**config.mk**
```make
export PLATFORM = sky130hd
export DESIGN_NAME = sum_result_fifo
export DESIGN_NICKNAME = d
export VERILOG_FILES = /design/src/rtl/sum_result_fifo.sv
export SDC_FILE = /design/constraint.sdc
export NUM_CORES = 1
export LEC_CHECK = 0
export ABC_CLOCK_PERIOD_IN_PS = 2600
export CAP_MARGIN = 20
export CORE_MARGIN = 10
export CORE_UTILIZATION = 51
export CTS_BUF_LIST = sky130_fd_sc_hd__clkbuf_16
export DETAILED_ROUTE_END_ITERATION = 12
export GPL_TIMING_DRIVEN = 0
export HOLD_SLACK_MARGIN = 0.08
export PLACE_DENSITY = 0.76
export SLEW_MARGIN = 20
export SYNTH_ARGS = -nofsm -noshare
export SYNTH_HDL_FRONTEND = slang
export SYNTH_SLANG_ARGS = --single-unit
```
**constraint.sdc**
```tcl
create_clock -name clk -period 2.6 [get_ports clk]
set_input_delay 0.26 -clock clk [delete_from_list [all_inputs] [get_ports clk]]
set_output_delay 0.26 -clock clk [all_outputs]
set_load 0.01 [all_outputs]
```
**src/rtl/sum_result_fifo.sv**
```systemverilog
// sum_result_fifo: show-ahead FIFO buffering {carry, sum} results from an adder.
// Pushes that arrive while the FIFO is full with no pop are dropped and counted
// in a saturating overflow counter. When full, a push and a pop in the same
// cycle are both accepted.
// Optional feature: define SUM_CARRY_STAT_EN to add Carry_cnt. This is a
// saturating count of accepted pushes whose Sum_carry is 1.
module sum_result_fifo #(
  parameter int DEPTH = 8,
  localparam int AW = $clog2(DEPTH)
) (
  input  logic          clk,
  input  logic          reset,
  input  logic [7:0]    Sum_result,
  input  logic          Sum_carry,
  input  logic          Data_ready,
  input  logic          Out_ready,
  input  logic          Clr_overflow,
  output logic          Out_valid,
  output logic [7:0]    Out_sum,
  output logic          Out_carry,
  output logic          Fifo_full,
  output logic          Fifo_empty,
  output logic [AW:0]   Fifo_count,
  output logic [7:0]    Overflow_cnt
`ifdef SUM_CARRY_STAT_EN
  ,
  output logic [7:0]    Carry_cnt
`endif
);

  localparam logic [AW:0]   DEPTH_C   = (AW+1)'(DEPTH);
  localparam logic [AW:0]   CNT_ONE_C = (AW+1)'(1);
  localparam logic [AW-1:0] PTR_ONE_C = AW'(1);

  logic [8:0]    mem_r [DEPTH];
  logic [AW-1:0] wr_ptr_r;
  logic [AW-1:0] rd_ptr_r;
  logic [AW:0]   count_r;
  logic [7:0]    ovf_cnt_r;

  logic          full_s;
  logic          empty_s;
  logic          pop_s;
  logic          push_s;
  logic          drop_s;
  logic [8:0]    head_s;

  // Decode status and handshake qualifiers from the occupancy count.
  always_comb begin
    full_s  = (count_r == DEPTH_C);
    empty_s = (count_r == {(AW+1){1'b0}});
    pop_s   = !empty_s && Out_ready;
    push_s  = Data_ready && (!full_s || pop_s);
    drop_s  = Data_ready && full_s && !pop_s;
    head_s  = mem_r[rd_ptr_r];
  end

  assign Out_valid    = !empty_s;
  assign Out_sum      = head_s[7:0];
  assign Out_carry    = head_s[8];
  assign Fifo_full    = full_s;
  assign Fifo_empty   = empty_s;
  assign Fifo_count   = count_r;
  assign Overflow_cnt = ovf_cnt_r;

  // Write accepted entries into storage; contents are not cleared by reset.
  always_ff @(posedge clk) begin
    if (push_s && !reset) begin
      mem_r[wr_ptr_r] <= {Sum_carry, Sum_result};
    end else begin
      mem_r[wr_ptr_r] <= mem_r[wr_ptr_r];
    end
  end

  // Advance pointers and occupancy; pointers wrap naturally at DEPTH.
  always_ff @(posedge clk) begin
    if (reset) begin
      wr_ptr_r <= {AW{1'b0}};
      rd_ptr_r <= {AW{1'b0}};
      count_r  <= {(AW+1){1'b0}};
    end else begin
      if (push_s) begin
        wr_ptr_r <= wr_ptr_r + PTR_ONE_C;
      end else begin
        wr_ptr_r <= wr_ptr_r;
      end
      if (pop_s) begin
        rd_ptr_r <= rd_ptr_r + PTR_ONE_C;
      end else begin
        rd_ptr_r <= rd_ptr_r;
      end
      case ({push_s, pop_s})
        2'b10:   count_r <= count_r + CNT_ONE_C;
        2'b01:   count_r <= count_r - CNT_ONE_C;
        default: count_r <= count_r;
      endcase
    end
  end

  // Count dropped pushes, saturating at 255; a clear wins over a drop.
  always_ff @(posedge clk) begin
    if (reset) begin
      ovf_cnt_r <= 8'd0;
    end else if (Clr_overflow) begin
      ovf_cnt_r <= 8'd0;
    end else if (drop_s && (ovf_cnt_r != 8'hFF)) begin
      ovf_cnt_r <= ovf_cnt_r + 8'd1;
    end else begin
      ovf_cnt_r <= ovf_cnt_r;
    end
  end

`ifdef SUM_CARRY_STAT_EN
  logic [7:0] carry_cnt_r;

  assign Carry_cnt = carry_cnt_r;

  // Count accepted pushes carrying a set carry bit, saturating at 255.
  always_ff @(posedge clk) begin
    if (reset) begin
      carry_cnt_r <= 8'd0;
    end else if (Clr_overflow) begin
      carry_cnt_r <= 8'd0;
    end else if (push_s && Sum_carry && (carry_cnt_r != 8'hFF)) begin
      carry_cnt_r <= carry_cnt_r + 8'd1;
    end else begin
      carry_cnt_r <= carry_cnt_r;
    end
  end
`endif

endmodule

```
==> Word-level counts from Yosys, hierarchy flattened <==
Memory sizes are Yosys's and may differ from the RTL's. A register that Yosys moved wholly into a read port is not among the register bits.
Index checks and enable logic that the tools add are counted.
{ "word_totals": {"mem_bits_rw": 72, "out_inout_bits": 24, "romBits": 0, "inputBits": 14, "latchBits": 0, "n_memories": 1, "register_bits": 18, "wordCells": 38} }
{ "mem_list": {"columns": ["name", "words", "width", "read_ports", "rd_clocked_by_memory_dff", "wr", "line_no", "source"], "rows": [
  ["mem_r", 8, 9, 1, 1, 1, "35", "logic [8:0] mem_r [DEPTH];"]
]} }
{ "classes": {"n_addsub": 5, "n_shift": 0, "n_eq_ne": 5, "n_mux": 7, "n_mul": 0, "div_mod_pow": 0, "bitwise_logic": 1, "reduce_logical": 15, "n_lt_le_gt_ge": 0} }
{ "ops": {"columns": ["operator", "n"], "rows": [
  ["9-bit two-way mux", 1],
  ["8-bit by 1-bit adder with 8-bit output (second input constant)", 1],
  ["8-bit inequality test (second input constant)", 1],
  ["4-bit one-hot mux with 2 select lines", 1],
  ["3-bit by 1-bit adder with 3-bit output (second input constant)", 2],
  ["1-bit logical AND", 6],
  ["3-bit two-way mux", 2],
  ["4-bit by 1-bit adder with 4-bit output (second input constant)", 1],
  ["4-bit == test (second input constant)", 1],
  ["1-bit zero test", 4],
  ["4-bit zero test", 1],
  ["4-bit by 1-bit subtractor with 4-bit output (second input constant)", 1],
  ["1-bit two-way mux", 3],
  ["2-bit by 1-bit == test with 1-bit output (second input constant)", 1],
  ["2-bit == test (second input constant)", 1],
  ["2-bit AND reduction", 1],
  ["2-bit nonzero test", 1],
  ["2-bit OR reduction", 1],
  ["1-bit logical OR", 1],
  ["0-bit inequality test", 1],
  ["1-bit bitwise OR", 1]
]} }

==> Logic depth before layout (Yosys ltp) <==
{ "logic_depth": {"word_depth": 9, "ltp_mapped": 9, "depth_no_buf": 9} }

==> Worst setup path before layout <==
No wires, ideal clock.
{ "synth_path": {"path_kind": "reg2reg", "from": "reg count_r[1] (netlist: Fifo_count[1])", "to": "mem mem_r[2][0] (enable)", "path_slack_ps": 113, "setup_ps": 403, "arrival_time_ps": 2084, "n_path_buf": 0, "path_stages_with_launch": 5, "cell_sequence": "dfxtp_1 -> or4b_4 -> o21a_1 -> nand2b_1 -> nor4b_1"} }
{ "synth_between": {"elab_chain_len": 9, "word_cells_on_any_way": 13} }
{ "synth_lines": {"columns": ["element", "line_no", "source"], "rows": [
  ["start: declaration", "38", "logic [AW:0] count_r;"],
  ["start signal: assignment", "80", "count_r <= {(AW+1){1'b0}};"],
  ["start signal: assignment", "93", "2'b10: count_r <= count_r + CNT_ONE_C;"],
  ["start signal: assignment", "94", "2'b01: count_r <= count_r - CNT_ONE_C;"],
  ["4-bit zero test", "51", "empty_s = (count_r == {(AW+1){1'b0}});"],
  ["1-bit zero test", "52", "pop_s = !empty_s && Out_ready;"],
  ["1-bit logical AND", "52", null],
  ["1-bit logical OR *", "53", "push_s = Data_ready && (!full_s || pop_s);"],
  ["1-bit logical AND *", "53", null],
  ["1-bit logical AND *", "68", "if (push_s && !reset) begin"],
  ["1-bit two-way mux, on equally long branches", "68, 71", null],
  ["1-bit two-way mux (implied by the code) or 2-bit AND reduction (tied branches)", null, null],
  ["1-bit bitwise OR (no source line) *", null, null],
  ["end: declaration", "35", null]
]} }
Mark *: on every way between the ends. The rest lies on a longest branch, timed or not.

==> reports/results.txt <==
Sink Count: 93
post-synthesis average cell area: 16.72 um^2
Hold Buf Count CTS: 0
element type at the critical path end: output pin
number of nets with antenna violations after routing: 0
mux cell area share after synthesis: 0.1453
cell chosen for the clock root: clkbuf_16
total length of routed wires: 7.187 mm
Syn Nets: 243
number of distinct library cell variants in the gate-level netlist after synthesis: 43
Final Hold Fails: 0
count of flip-flops with a built-in enable after synthesis: 72
Placed Area: 4303 um^2
initial core utilization: 0.5215
leakage power summed over all cells: 1.530 nW
share of post-route cells with drive strength above 1: 0.2359
pin slew with the least headroom to its limit: 1.095 ns
path class of the lowest-slack min-delay path: in2reg
final design area excluding fillers: 4667 um^2
Nets: 297
ant diodes: 0
Max H-tree Level: 3
TritonCTS clock tree: yes
number of warnings reported in the yosys synthesis log: 0
number of antenna violations at the first check in global routing: 0
most frequent cells in the layout: edfxtp_1, clkdlybuf4s50_1, dfxtp_1, mux4_2, nor2_1
Seq cells post-synth: 93
run status: complete, no violations
post-synthesis instance area: 3762 um^2
area inside the core boundary: 7214 um^2
Cells after Synth: 225
dominant synthesized flop cell: edfxtp_1
kind of critical path: reg2out
DRC errors left: 0
FFs w/ async S/R, synth: 0
Max Slew Vio Count: 0
global-route wire length before repair: 11.71 mm
global-route usage over all layers: 0.1346
total number of vias: 2,151
power per unit of standard cell area: 732.6 nW/um^2
Critical Path Slowest Stage Cell: mux4_2
largest net degree at the start of global routing: 18
PortBufs: 35
die area: 11,210 um^2
setup repair after global routing missed its margin: no
gpl congestion: 0.8040
final-layout fill cell count: 535
total iterations of the first detailed-routing run: 4
element type at the critical path start: register
worst vdd rail ir drop: 0.3541 mV
sequential element share of the synthesized area: 0.6864
Final period util: 0.9507
number of global-route vias before repair: 2,194
achievable frequency: 404.6 MHz
most frequent standard cell in the layout excluding fill and tap cells: edfxtp_1
overflow left after global routing: 0
sum of negative setup slack: 0 ns
cell-by-cell listing of the critical path: buf_8 > buf_12 > mux4_2 > mux2_2 > clkdlybuf4s50_1
detailed-route vias per instance: 5.616
chip width: 105.9 um
relative slew slack: 0.2603
max-cap check violation count: 0
Top Ports: 38
site row count: 31
area growth from synthesis to layout: 24.04%
crit path max fanout: 10
later-pin clock latency in the skew report: 0.34 ns
clock-pin slew on the worst setup and hold paths: 0.06 ns
parity-gate share of the synthesized area counting xor and xnor cells: 0.01397
detailed-placement wirelength estimate: 4.911 mm
critical path data arrival time: 2.21 ns
highest cell delay on the worst timing path: 0.50 ns
arithmetic-cell share of the synthesized area counting full adders, half adders and majority gates: 0.01330
compound-cell area share of the yosys netlist: 0.04722
basic-gate share of the synthesized area counting and, or, nand and nor cells: 0.07981
number of buffers between clock root and the deepest sink: 2
Die Ht: 105.9 um
Setup-failing EPs final: 0
Tmin final: 2.472 ns
largest clock skew in the final design: 0.006140 ns
total CTS buffers: 9
largest family of logic cells by synthesized area: multiplexers
critical path required time: 2.34 ns
1st-iter DRT viols: 109
average wire length per cell after detail routing: 18.77 um
## synthesized netlist by cell type, types with 2 or more instances
| cell | n | area, um^2 |
|---|---|---|
| nor2_1 | 12 | 45.04 |
| xnor2_1 | 2 | 17.52 |
| or4_1 | 2 | 15.01 |
| o21ai_0 | 4 | 20.02 |
| mux4_2 | 18 | 405.4 |
| dfxtp_1 | 21 | 420.4 |
| a211oi_1 | 2 | 15.01 |
| edfxtp_1 | 72 | 2162 |
| a21oi_1 | 7 | 35.03 |
| nand2_1 | 8 | 30.03 |
| xor2_1 | 4 | 35.03 |
| or3_1 | 4 | 25.02 |
| mux2_2 | 9 | 101.4 |
| buf_1 | 3 | 11.26 |
| clkbuf_1 | 4 | 15.01 |
| mux2i_1 | 4 | 40.04 |
| inv_1 | 2 | 7.510 |
| nand2b_1 | 5 | 31.28 |
| nor3_1 | 4 | 20.02 |
| buf_2 | 2 | 10.01 |
| nor4_1 | 2 | 12.51 |
| ha_1 | 4 | 50.05 |
| nand3_1 | 6 | 30.03 |
| and3_1 | 4 | 25.02 |
| o31ai_1 | 2 | 15.01 |
## cell families after synthesis
logic type | Yosys count
AOI/OAI and AO/OA | 24
xor gates and xnor gates | 6
adders and majority gates | 4
buffers and inverters | 12
DFF | 93
muxes | 31
and+or+nand+nor | 55
## layout make-up
| class | instances | area (um^2) | share of cell area |
|---|---|---|---|
| flip-flops and latches | 93 | 2584 | 0.5536 |
| multi-input cells | 120 | 1156 | 0.2477 |
| repair buffers | 44 | 417.9 | 0.08954 |
| clock buffers | 9 | 225.2 | 0.04826 |
| well taps | 99 | 123.9 | 0.02654 |
| clock inverters | 7 | 82.58 | 0.01769 |
| plain buffers | 8 | 61.31 | 0.01314 |
| inverters | 3 | 16.27 | 0.003485 |
## critical path: cells and delay by family (launching register included)
family / cells / cell delay [ns]
flip-flops: 1 / 0.34
multiplexers: 2 / 0.78
buffers and inverters: 3 / 0.75
## worst paths after layout
| kind | startpoint | to | slack, ns | depth (start not counted) |
|---|---|---|---|---|
| max | register | Out_sum[0] | 0.13 | 5 |
| min | Data_ready | Fifo_count[0]$_SDFFE_PP0P_ | 0.37 | 3 |
| max reg2reg | Fifo_count[1]$_SDFFE_PP0P_ | mem_r[2][1]$_DFFE_PP_ | 0.19 | 5 |
| min reg2reg | Overflow_cnt[6]$_SDFFE_PP0P_ | Overflow_cnt[6]$_SDFFE_PP0P_ | 0.51 | 2 |
## what timing repair did
item	in CTS	in global routing
buffers inserted	0	4
endpoints found under the setup margin	9	9
endpoints found under the hold margin	0	0
gates resized for setup	8	3
## registers in the layout, summed over array words and instances, names as in the netlist, named ones only
signal	flops
Fifo_count	4
Overflow_cnt	8
mem_r	72
rd_ptr_r	3
wr_ptr_r	3
## per-layer routing
| layer | track usage | vias up | wire, um | part of all wire |
|---|---|---|---|---|
| met5 | 0 | - | 0 | 0 |
| li1 | - | 1009 | - | - |
| met3 | 0.05133 | 8 | 515 | 0.072 |
| met2 | 0.2067 | 65 | 3423 | 0.48 |
| met1 | 0.1716 | 1069 | 3157 | 0.44 |
| met4 | 0.04642 | 0 | 90 | 0.013 |
## power breakdown
group          leakage (nW)  switching, mW  internal (mW)  total (mW)
sequential            0.821         0.0308           1.63        1.66
clock                 0.144          0.568          0.758        1.33
combinational         0.564          0.182          0.249       0.431
total                  1.53          0.780           2.64        3.42
## metrics by stage
step,util,power (mW),cells,setup WS [ns],hold slack [ns]
finish,0.6469,3.419,383,0.1283,0.3693
global route,0.6469,3.546,383,0.04458,0.3801
CTS,0.6419,3.423,379,0.01073,0.3555
detailed placement,0.5964,2.091,364,-0.2122,0.4943
global placement,0.5872,2.079,359,-0.9852,0.4865
floorplan,-,1.923,225,0.1130,0.3589
No activity file was read; power rests on OpenSTA's default activity.
